`config.mk`:
```
export PLATFORM = sky130hd
export DESIGN_NAME = div_seq
export DESIGN_NICKNAME = d
export VERILOG_FILES = /design/src/rtl/div_seq.sv
export SDC_FILE = /design/constraint.sdc
export NUM_CORES = 1
export LEC_CHECK = 0
export CAP_MARGIN = 20
export CORE_ASPECT_RATIO = 1.1
export CORE_MARGIN = 1
export CORE_UTILIZATION = 40
export CTS_CLUSTER_DIAMETER = 100
export DETAILED_ROUTE_END_ITERATION = 10
export PLACE_DENSITY = 0.58
export SYNTH_ARGS = -nofsm -noshare
export SYNTH_HDL_FRONTEND = slang
export SYNTH_SLANG_ARGS = --single-unit
export TNS_END_PERCENT = 10
```
`constraint.sdc`:
```
create_clock -name clk -period 8.8 [get_ports clk]
set_input_delay 1.32 -clock clk [delete_from_list [all_inputs] [get_ports clk]]
set_output_delay 1.32 -clock clk [all_outputs]
set_load 0.02 [all_outputs]
```
`src/rtl/div_seq.sv`:
```
`default_nettype none
// ============================================================================
//  Module      : div_seq
//  Description : Sequential 32-bit signed divider (radix-2 restoring over
//                magnitudes, MIPS sign fix-up). Quotient drives Lo, remainder
//                drives Hi; one-cycle done pulse and sticky divide-by-zero flag.
//  Revision    : 1.0  initial release
// ============================================================================
module div_seq (
    input  logic        clk,
    input  logic        reset,
    input  logic        DIV_on,
    input  logic [31:0] dividend,
    input  logic [31:0] divisor,
    output logic        busy,
    output logic        done,
    output logic        Dzero,
    output logic [31:0] DIV_min,
    output logic [31:0] DIV_max
);

    localparam logic [1:0] S_IDLE = 2'd0;
    localparam logic [1:0] S_CALC = 2'd1;
    localparam logic [1:0] S_FIX  = 2'd2;
    localparam logic [1:0] S_DONE = 2'd3;

    localparam logic [4:0] c_LAST_ITER = 5'd31;

    logic [1:0]  r_state;
    logic [1:0]  w_state_nxt;

    logic [31:0] r_rem;        // partial remainder, always below |divisor|
    logic [31:0] r_quo;        // dividend bits shift out, quotient bits shift in
    logic [31:0] r_dvs;        // |divisor|
    logic [4:0]  r_cnt;
    logic        r_sign_q;
    logic        r_sign_r;
    logic        r_dzero;
    logic [31:0] r_div_min;
    logic [31:0] r_div_max;

    logic [31:0] w_abs_dvd;
    logic [31:0] w_abs_dvs;
    logic        w_dvs_zero;
    logic [32:0] w_rem_sh;
    logic [32:0] w_trial;

    // |x| as unsigned; the most negative value maps onto itself, which is the
    // correct unsigned magnitude 0x80000000.
    assign w_abs_dvd  = dividend[31] ? (32'd0 - dividend) : dividend;
    assign w_abs_dvs  = divisor[31]  ? (32'd0 - divisor)  : divisor;
    assign w_dvs_zero = (divisor == 32'd0);

    // 33-bit shifted remainder and trial subtraction; bit 32 of the trial is
    // the borrow, i.e. "trial < 0".
    assign w_rem_sh = {r_rem, r_quo[31]};
    assign w_trial  = w_rem_sh - {1'b0, r_dvs};

    // State register
    always_ff @(posedge clk) begin
        if (reset) begin
            r_state <= S_IDLE;
        end else begin
            r_state <= w_state_nxt;
        end
    end

    // Next-state decode. FIX spans two edges: the first writes the signed
    // results, the second hands off to DONE so done rises one cycle after
    // the result registers change.
    always_comb begin
        w_state_nxt = r_state;
        case (r_state)
            S_IDLE: begin
                if (DIV_on) begin
                    w_state_nxt = w_dvs_zero ? S_DONE : S_CALC;
                end
            end
            S_CALC: begin
                if (r_cnt == c_LAST_ITER) begin
                    w_state_nxt = S_FIX;
                end
            end
            S_FIX: begin
                if (r_cnt != 5'd0) begin
                    w_state_nxt = S_DONE;
                end
            end
            S_DONE: begin
                w_state_nxt = S_IDLE;
            end
            default: begin
                w_state_nxt = S_IDLE;
            end
        endcase
    end

    // Datapath: operand capture, restoring iterations, sign fix-up
    always_ff @(posedge clk) begin
        if (reset) begin
            r_rem     <= 32'd0;
            r_quo     <= 32'd0;
            r_dvs     <= 32'd0;
            r_cnt     <= 5'd0;
            r_sign_q  <= 1'b0;
            r_sign_r  <= 1'b0;
            r_dzero   <= 1'b0;
            r_div_min <= 32'd0;
            r_div_max <= 32'd0;
        end else begin
            case (r_state)
                S_IDLE: begin
                    if (DIV_on) begin
                        if (w_dvs_zero) begin
                            // Results are left untouched on divide-by-zero.
                            r_dzero <= 1'b1;
                        end else begin
                            r_dzero  <= 1'b0;
                            r_sign_q <= dividend[31] ^ divisor[31];
                            r_sign_r <= dividend[31];
                            r_quo    <= w_abs_dvd;
                            r_dvs    <= w_abs_dvs;
                            r_rem    <= 32'd0;
                            r_cnt    <= 5'd0;
                        end
                    end
                end
                S_CALC: begin
                    r_rem <= w_trial[32] ? w_rem_sh[31:0] : w_trial[31:0];
                    r_quo <= {r_quo[30:0], ~w_trial[32]};
                    r_cnt <= r_cnt + 5'd1;   // wraps to 0 on the last iteration
                end
                S_FIX: begin
                    if (r_cnt == 5'd0) begin
                        r_div_min <= r_sign_q ? (32'd0 - r_quo) : r_quo;
                        r_div_max <= r_sign_r ? (32'd0 - r_rem) : r_rem;
                    end
                    r_cnt <= r_cnt + 5'd1;
                end
                default: begin
                end
            endcase
        end
    end

    assign busy    = (r_state != S_IDLE);
    assign done    = (r_state == S_DONE);
    assign Dzero   = r_dzero;
    assign DIV_min = r_div_min;
    assign DIV_max = r_div_max;

endmodule
`default_nettype wire

```
==> results of run 1 <==
## cell type report
cell class | instances | area, µm²
clock buffers | 18 | 439
repair buffers | 149 | 1450
clock inverters | 13 | 160
inverters | 56 | 210
flip-flops and latches | 170 | 3400
well taps | 357 | 447
fillers | 2664 | 13800
multi-input cells | 1099 | 7170
## critical path, cell delays in order
cell and delay (ps):
clkdlybuf4s50_1 480, or4_1 630, nor4_1 670, nand2_1 260, nor3b_1 560, o22ai_2 150, buf_4 270, nor2_2 110
buf_4 340, nand2_1 90, o211ai_1 100
## registers in the layout, summed over array words and instances (netlist names)
name / flops
DIV_max: 32
DIV_min: 32
r_dvs: 32
r_quo: 32
r_rem: 32
r_cnt: 5
r_state: 2
Dzero: 1
r_sign_q: 1
r_sign_r: 1
## metal layers
layer,vias up,track usage (%)
li1,5352,-
met2,249,39.9
met1,4998,28.4
met3,63,3.10
met5,-,0
met4,0,11.0
## through the flow
stage	power, µW	area [µm²]
2_1_floorplan	2280	11100
5_1_grt	3860	13300
3_5_place_dp	2850	12700
3_3_place_gp	2840	12700
4_1_cts	3640	13300
6_report	3620	13300
## where the power goes
group / leakage (µW) / internal [µW] / total, µW / switching [µW]
registers: 0.00139 / 981 / 1170 / 192
clock network: 0.000294 / 433 / 779 / 346
logic: 0.00322 / 681 / 1660 / 982
total: 0.00490 / 2090 / 3620 / 1520
## logic make-up (layout without fill, tap and decap cells)
family | count (synthesis) | in the layout | synth area share, %
AOI/OAI and AO/OA | 414 | 414 | 26.5
DFF | 170 | 170 | 30.8
xor gates and xnor gates | 133 | 133 | 10.5
adders and majority gates | 45 | 45 | 5.16
and+or+nand+nor | 495 | 495 | 21.1
muxes | 12 | 12 | 1.09
buffers and inverters | 143 | 236 | 4.85
## synthesized netlist by cell type, types with 4 or more instances
cell | number | area, µm²
a211o_1 | 4 | 35.0
a211oi_1 | 109 | 818
a21boi_0 | 6 | 45.0
a21o_1 | 12 | 90.1
a21oi_1 | 50 | 250
a221o_1 | 4 | 40.0
a221oi_1 | 6 | 52.6
a31oi_1 | 5 | 31.3
and2_1 | 8 | 50.1
and3_1 | 18 | 113
buf_1 | 7 | 26.3
clkbuf_1 | 80 | 300
dfxtp_1 | 170 | 3400
ha_1 | 44 | 551
inv_1 | 56 | 210
mux2i_1 | 12 | 120
nand2_1 | 155 | 582
nand2b_1 | 11 | 68.8
nand3_1 | 25 | 125
nand4_1 | 27 | 169
nor2_1 | 147 | 552
nor2b_1 | 9 | 56.3
nor3_1 | 23 | 115
nor4_1 | 16 | 100
o2111ai_1 | 10 | 87.6
o211ai_1 | 38 | 285
o21ai_0 | 68 | 340
o22ai_1 | 10 | 62.6
o31ai_1 | 36 | 270
o41ai_1 | 19 | 166
or2_2 | 8 | 50.1
or3_1 | 22 | 138
or4_1 | 13 | 97.6
xnor2_1 | 34 | 298
xor2_1 | 99 | 867
## path summary, 6_finish.rpt
path                    start           to  slack (ps)  depth (start not counted)
hold reg to reg   DIV_min[30]  DIV_min[30]         460                          2
setup / recovery  divisor[13]    r_rem[15]        4130                         11
setup reg to reg     r_rem[6]     r_rem[2]        5060                         10
hold / removal    DIV_min[30]  DIV_min[30]         460                          2
==> results.toml, run 1 <==
[timing]
final-max-slew-violation-count = 0
worst_slew_pin_slew_ps = 944
grt_setup_unrepaired = "false"
worst_slack_ps = 4130
max_freq_ghz = 0.214
fin_crit_sh_pct = 53.0
finalSetupViolations = 0
skew_ps = 12.8
tns_ps = 0
relSlewSlack_pct = 37.0
holdWs_ps = 456
period_needed_ps = 4670
hold_viol = 0

[finish]
fin_util_pct = 49.1
final_common_cell = "dfxtp_1"
area_growth_pct = 20.0
antenna_cells = 0
final_cells = 1862
drive_gt1_share_pct = 5.05
nets = 1605
layout_common_cells = "dfxtp_1 (170), nand2_1 (155), nor2_1 (145), clkdlybuf4s50_1 (132), a211oi_1 (109)"

[floorplan]
die_w_um = 161
rows = 63
core_area_mm2 = 0.0270
die_h_um = 176
initial_core_util_pct = 40.9
io_pins = 134
die_area_mm2 = 0.0283

[clocking]
cts_num_sinks = 170
clk_pin_slew_ps = 70
max-clock-path-buffers = 2
post_cts_buffers = 0
cts_made_buffers = 17
cts-resized-gates = 0
cts_tree = "built"
clockRootBuffer = "clkbuf_16"
cts_max_level = 4
clkLatencyLatePin_ps = 440
postCtsHoldBufs = 0

[status]
status = "finished, final reports clean"

[global_routing]
grt_pass1_wl_um = 52300
grt_usage_pct = 23.1
overflow = 0
grt_pass1_vias = 10000
grt_max_degree = 99
antenna_found_initial = 0

[pwr]
ir_worst_vdd_uv = 143
powerDensity_mw_per_mm2 = 272
p_leak_uw = 0.00490

[setup_path]
cp-end-kind = "flop"
setup.worst_path.class = "in -> reg"
cp_max_fo = 35
worstPathArrival_ps = 5030
startpoint_type = "input port"
cp.required_ps = 9160

[routing]
ant_nets = 0
route.met3.wl_um = 1270
wl_per_cell_um = 17.6
vias = 10700
first_pass_iters = 5
wirelength_um = 32700
routedLengthMet1_um = 14300
highest_layer = "met4"
vias_per_cell = 5.73
wl_met2_um = 15900
drc = 0
drtIter0Drc = 705

[synth]
async_reset_ff_share_pct = 0
syn_inst = 1412
synthFlopType = "dfxtp_1"
yosysWarningCount = 0
ys_seq_elements = 170
synth_cell_types = 66
synth_edf_count = 0
syn_area_mm2 = 0.0111
syn-num-nets = 1524
synth_area_per_cell_um2 = 7.83
ys_seq_area_share_pct = 30.8

[placement]
pre_cts_ws_ps = 3690
gp_congestion = 0.915
dp_hpwl_um = 24400
placedCellCount = 1831
portBuffers = 133

[flow_run]
max_cap_violations = 0

[worst_hold_path]
hp-class = "reg -> reg"
Note: power is estimated with default switching activity, not from simulation.
==> run 2, diff against run 1 <==
- clock period: 8.8 -> 4.6 ns (I/O delays scaled with it)
==> run 2 against run 1 <==
Clock skew about the same. Core utilization increased by 0.42 points. Count of clock-buffer cells in the layout stayed put. Power rose by 92%. Final cell count is 0.54% higher. Critical path depth unchanged. Non-clock buffer count rose by 9. Worst setup slack got worse by 3300 ps. Clock power is 95% higher. Register-to-register slack worse by 4200 ps. Highest routed layer unchanged.
==> results.toml, run 2 (synthesized netlist as in run 1, its figures left out) <==
[global_routing]
overflow = 0
grt_pass1_vias = 10100
grt_usage_pct = 24.0
grt_max_degree = 120
grt_pass1_wl_um = 54300
antenna_found_initial = 0

[clocking]
max-clock-path-buffers = 2
cts_num_sinks = 170
cts_max_level = 4
post_cts_buffers = 0
cts-resized-gates = 0
cts_tree = "built"
clkLatencyLatePin_ps = 440
clockRootBuffer = "clkbuf_16"
postCtsHoldBufs = 0
cts_made_buffers = 17
clk_pin_slew_ps = 70

[timing]
relSlewSlack_pct = 32.4
tns_ps = 0
worst_slew_pin_slew_ps = 1010
skew_ps = 12.4
period_needed_ps = 3770
fin_crit_sh_pct = 82.1
finalSetupViolations = 0
hold_viol = 0
grt_setup_unrepaired = "false"
final-max-slew-violation-count = 0
max_freq_ghz = 0.265

[routing]
drtIter0Drc = 636
ant_nets = 0
wirelength_um = 33300
first_pass_iters = 6
drc = 0
vias_per_cell = 5.67
wl_per_cell_um = 17.8
vias = 10600

[floorplan]
initial_core_util_pct = 40.9
core_area_mm2 = 0.0270
io_pins = 134
die_w_um = 161
die_h_um = 176
die_area_mm2 = 0.0283
rows = 63

[finish]
layout_common_cells = "dfxtp_1 (170), nand2_1 (155), nor2_1 (145), clkdlybuf4s50_1 (132), a211oi_1 (109)"
final_cells = 1872
final_common_cell = "dfxtp_1"
nets = 1614
drive_gt1_share_pct = 5.68
area_growth_pct = 21.1
antenna_cells = 0

[setup_path]
worstPathCellList = "ha_1 -> a21oi_1 -> nand2_1 -> o211ai_1 -> nand2_1 -> a221o_1 -> and3_1 -> buf_4 -> nor2_1 -> buf_4 -> o211ai_1"
critPathSlowestCell = "nor2_1"
worstPathArrival_ps = 4090
cp_max_fo = 17
startpoint_type = "flop"
critPathMaxStageDelay_ps = 610
cp-end-kind = "flop"
cp.required_ps = 4910
setup.worst_path.class = "reg -> reg"

[placement]
placedCellCount = 1840
gp_congestion = 0.953
portBuffers = 133
dp_hpwl_um = 25000

[pwr]
powerDensity_mw_per_mm2 = 519
ir_worst_vdd_uv = 280
power_uw = 6940
p_leak_uw = 0.00496

[status]
status = "finished, final reports clean"

[flow_run]
max_cap_violations = 0

[worst_hold_path]
hp-class = "reg -> reg"
[run 2: cell count changes in the layout (fill, tap and decap cells not counted), sizes merged]
cell | previous run | this run
buf | 17 | 26
clkinv | 4 | 5
[run 2: report_power, final]
part	internal (µW)	leakage [µW]	switching (µW)
clock	841	0.000302	676
sequential	1880	0.00139	364
combinational	1320	0.00327	1870
total	4030	0.00496	2910
[run 2: metrics by stage]
| step | hold slack (ps) | util, % | instance area [µm²] | setup WS [ps] |
|---|---|---|---|---|
| 2_1_floorplan | 465 | - | 11100 | 1360 |
| 3_3_place_gp | 445 | 47.2 | 12800 | 596 |
| 3_5_place_dp | 451 | 47.2 | 12800 | 530 |
| 4_1_cts | 464 | 49.5 | 13400 | 850 |
| 5_1_grt | 487 | 49.5 | 13400 | 511 |
| 6_report | 460 | 49.5 | 13400 | 825 |
[run 2: final cells by class]
type | count | area, µm²
clock buffer | 18 | 439
clock inverter | 14 | 181
fill | 2653 | 13600
inverter | 56 | 210
multi-input combinational | 1099 | 7170
sequential | 170 | 3400
tap | 357 | 447
timing repair buffer | 158 | 1540
[run 2: per-layer routing]
layer,wire [µm],vias to the layer above,global-route usage (%)
met5,0,-,0
met3,1200,54,3.62
met4,1000,0,8.97
met2,16200,244,41.5
li1,-,5391,-
met1,14900,4929,29.9
[run 2: worst max-delay path, delay by kind of cell (launching register included)]
family / cells / cell delay (ps)
compound gates: 4 / 1190
fa+ha+maj: 1 / 350
buf+inv: 2 / 560
simple gates: 4 / 1020
flops: 1 / 510
[run 2: final timing paths]
path / start / endpoint / slack, ps / depth (start not counted)
min: DIV_min[0] / DIV_min[0] / 460 / 2
max reg2reg: r_rem[6] / r_rem[19] / 830 / 11
min reg2reg: DIV_min[0] / DIV_min[0] / 460 / 2
max: r_rem[6] / r_rem[19] / 830 / 11
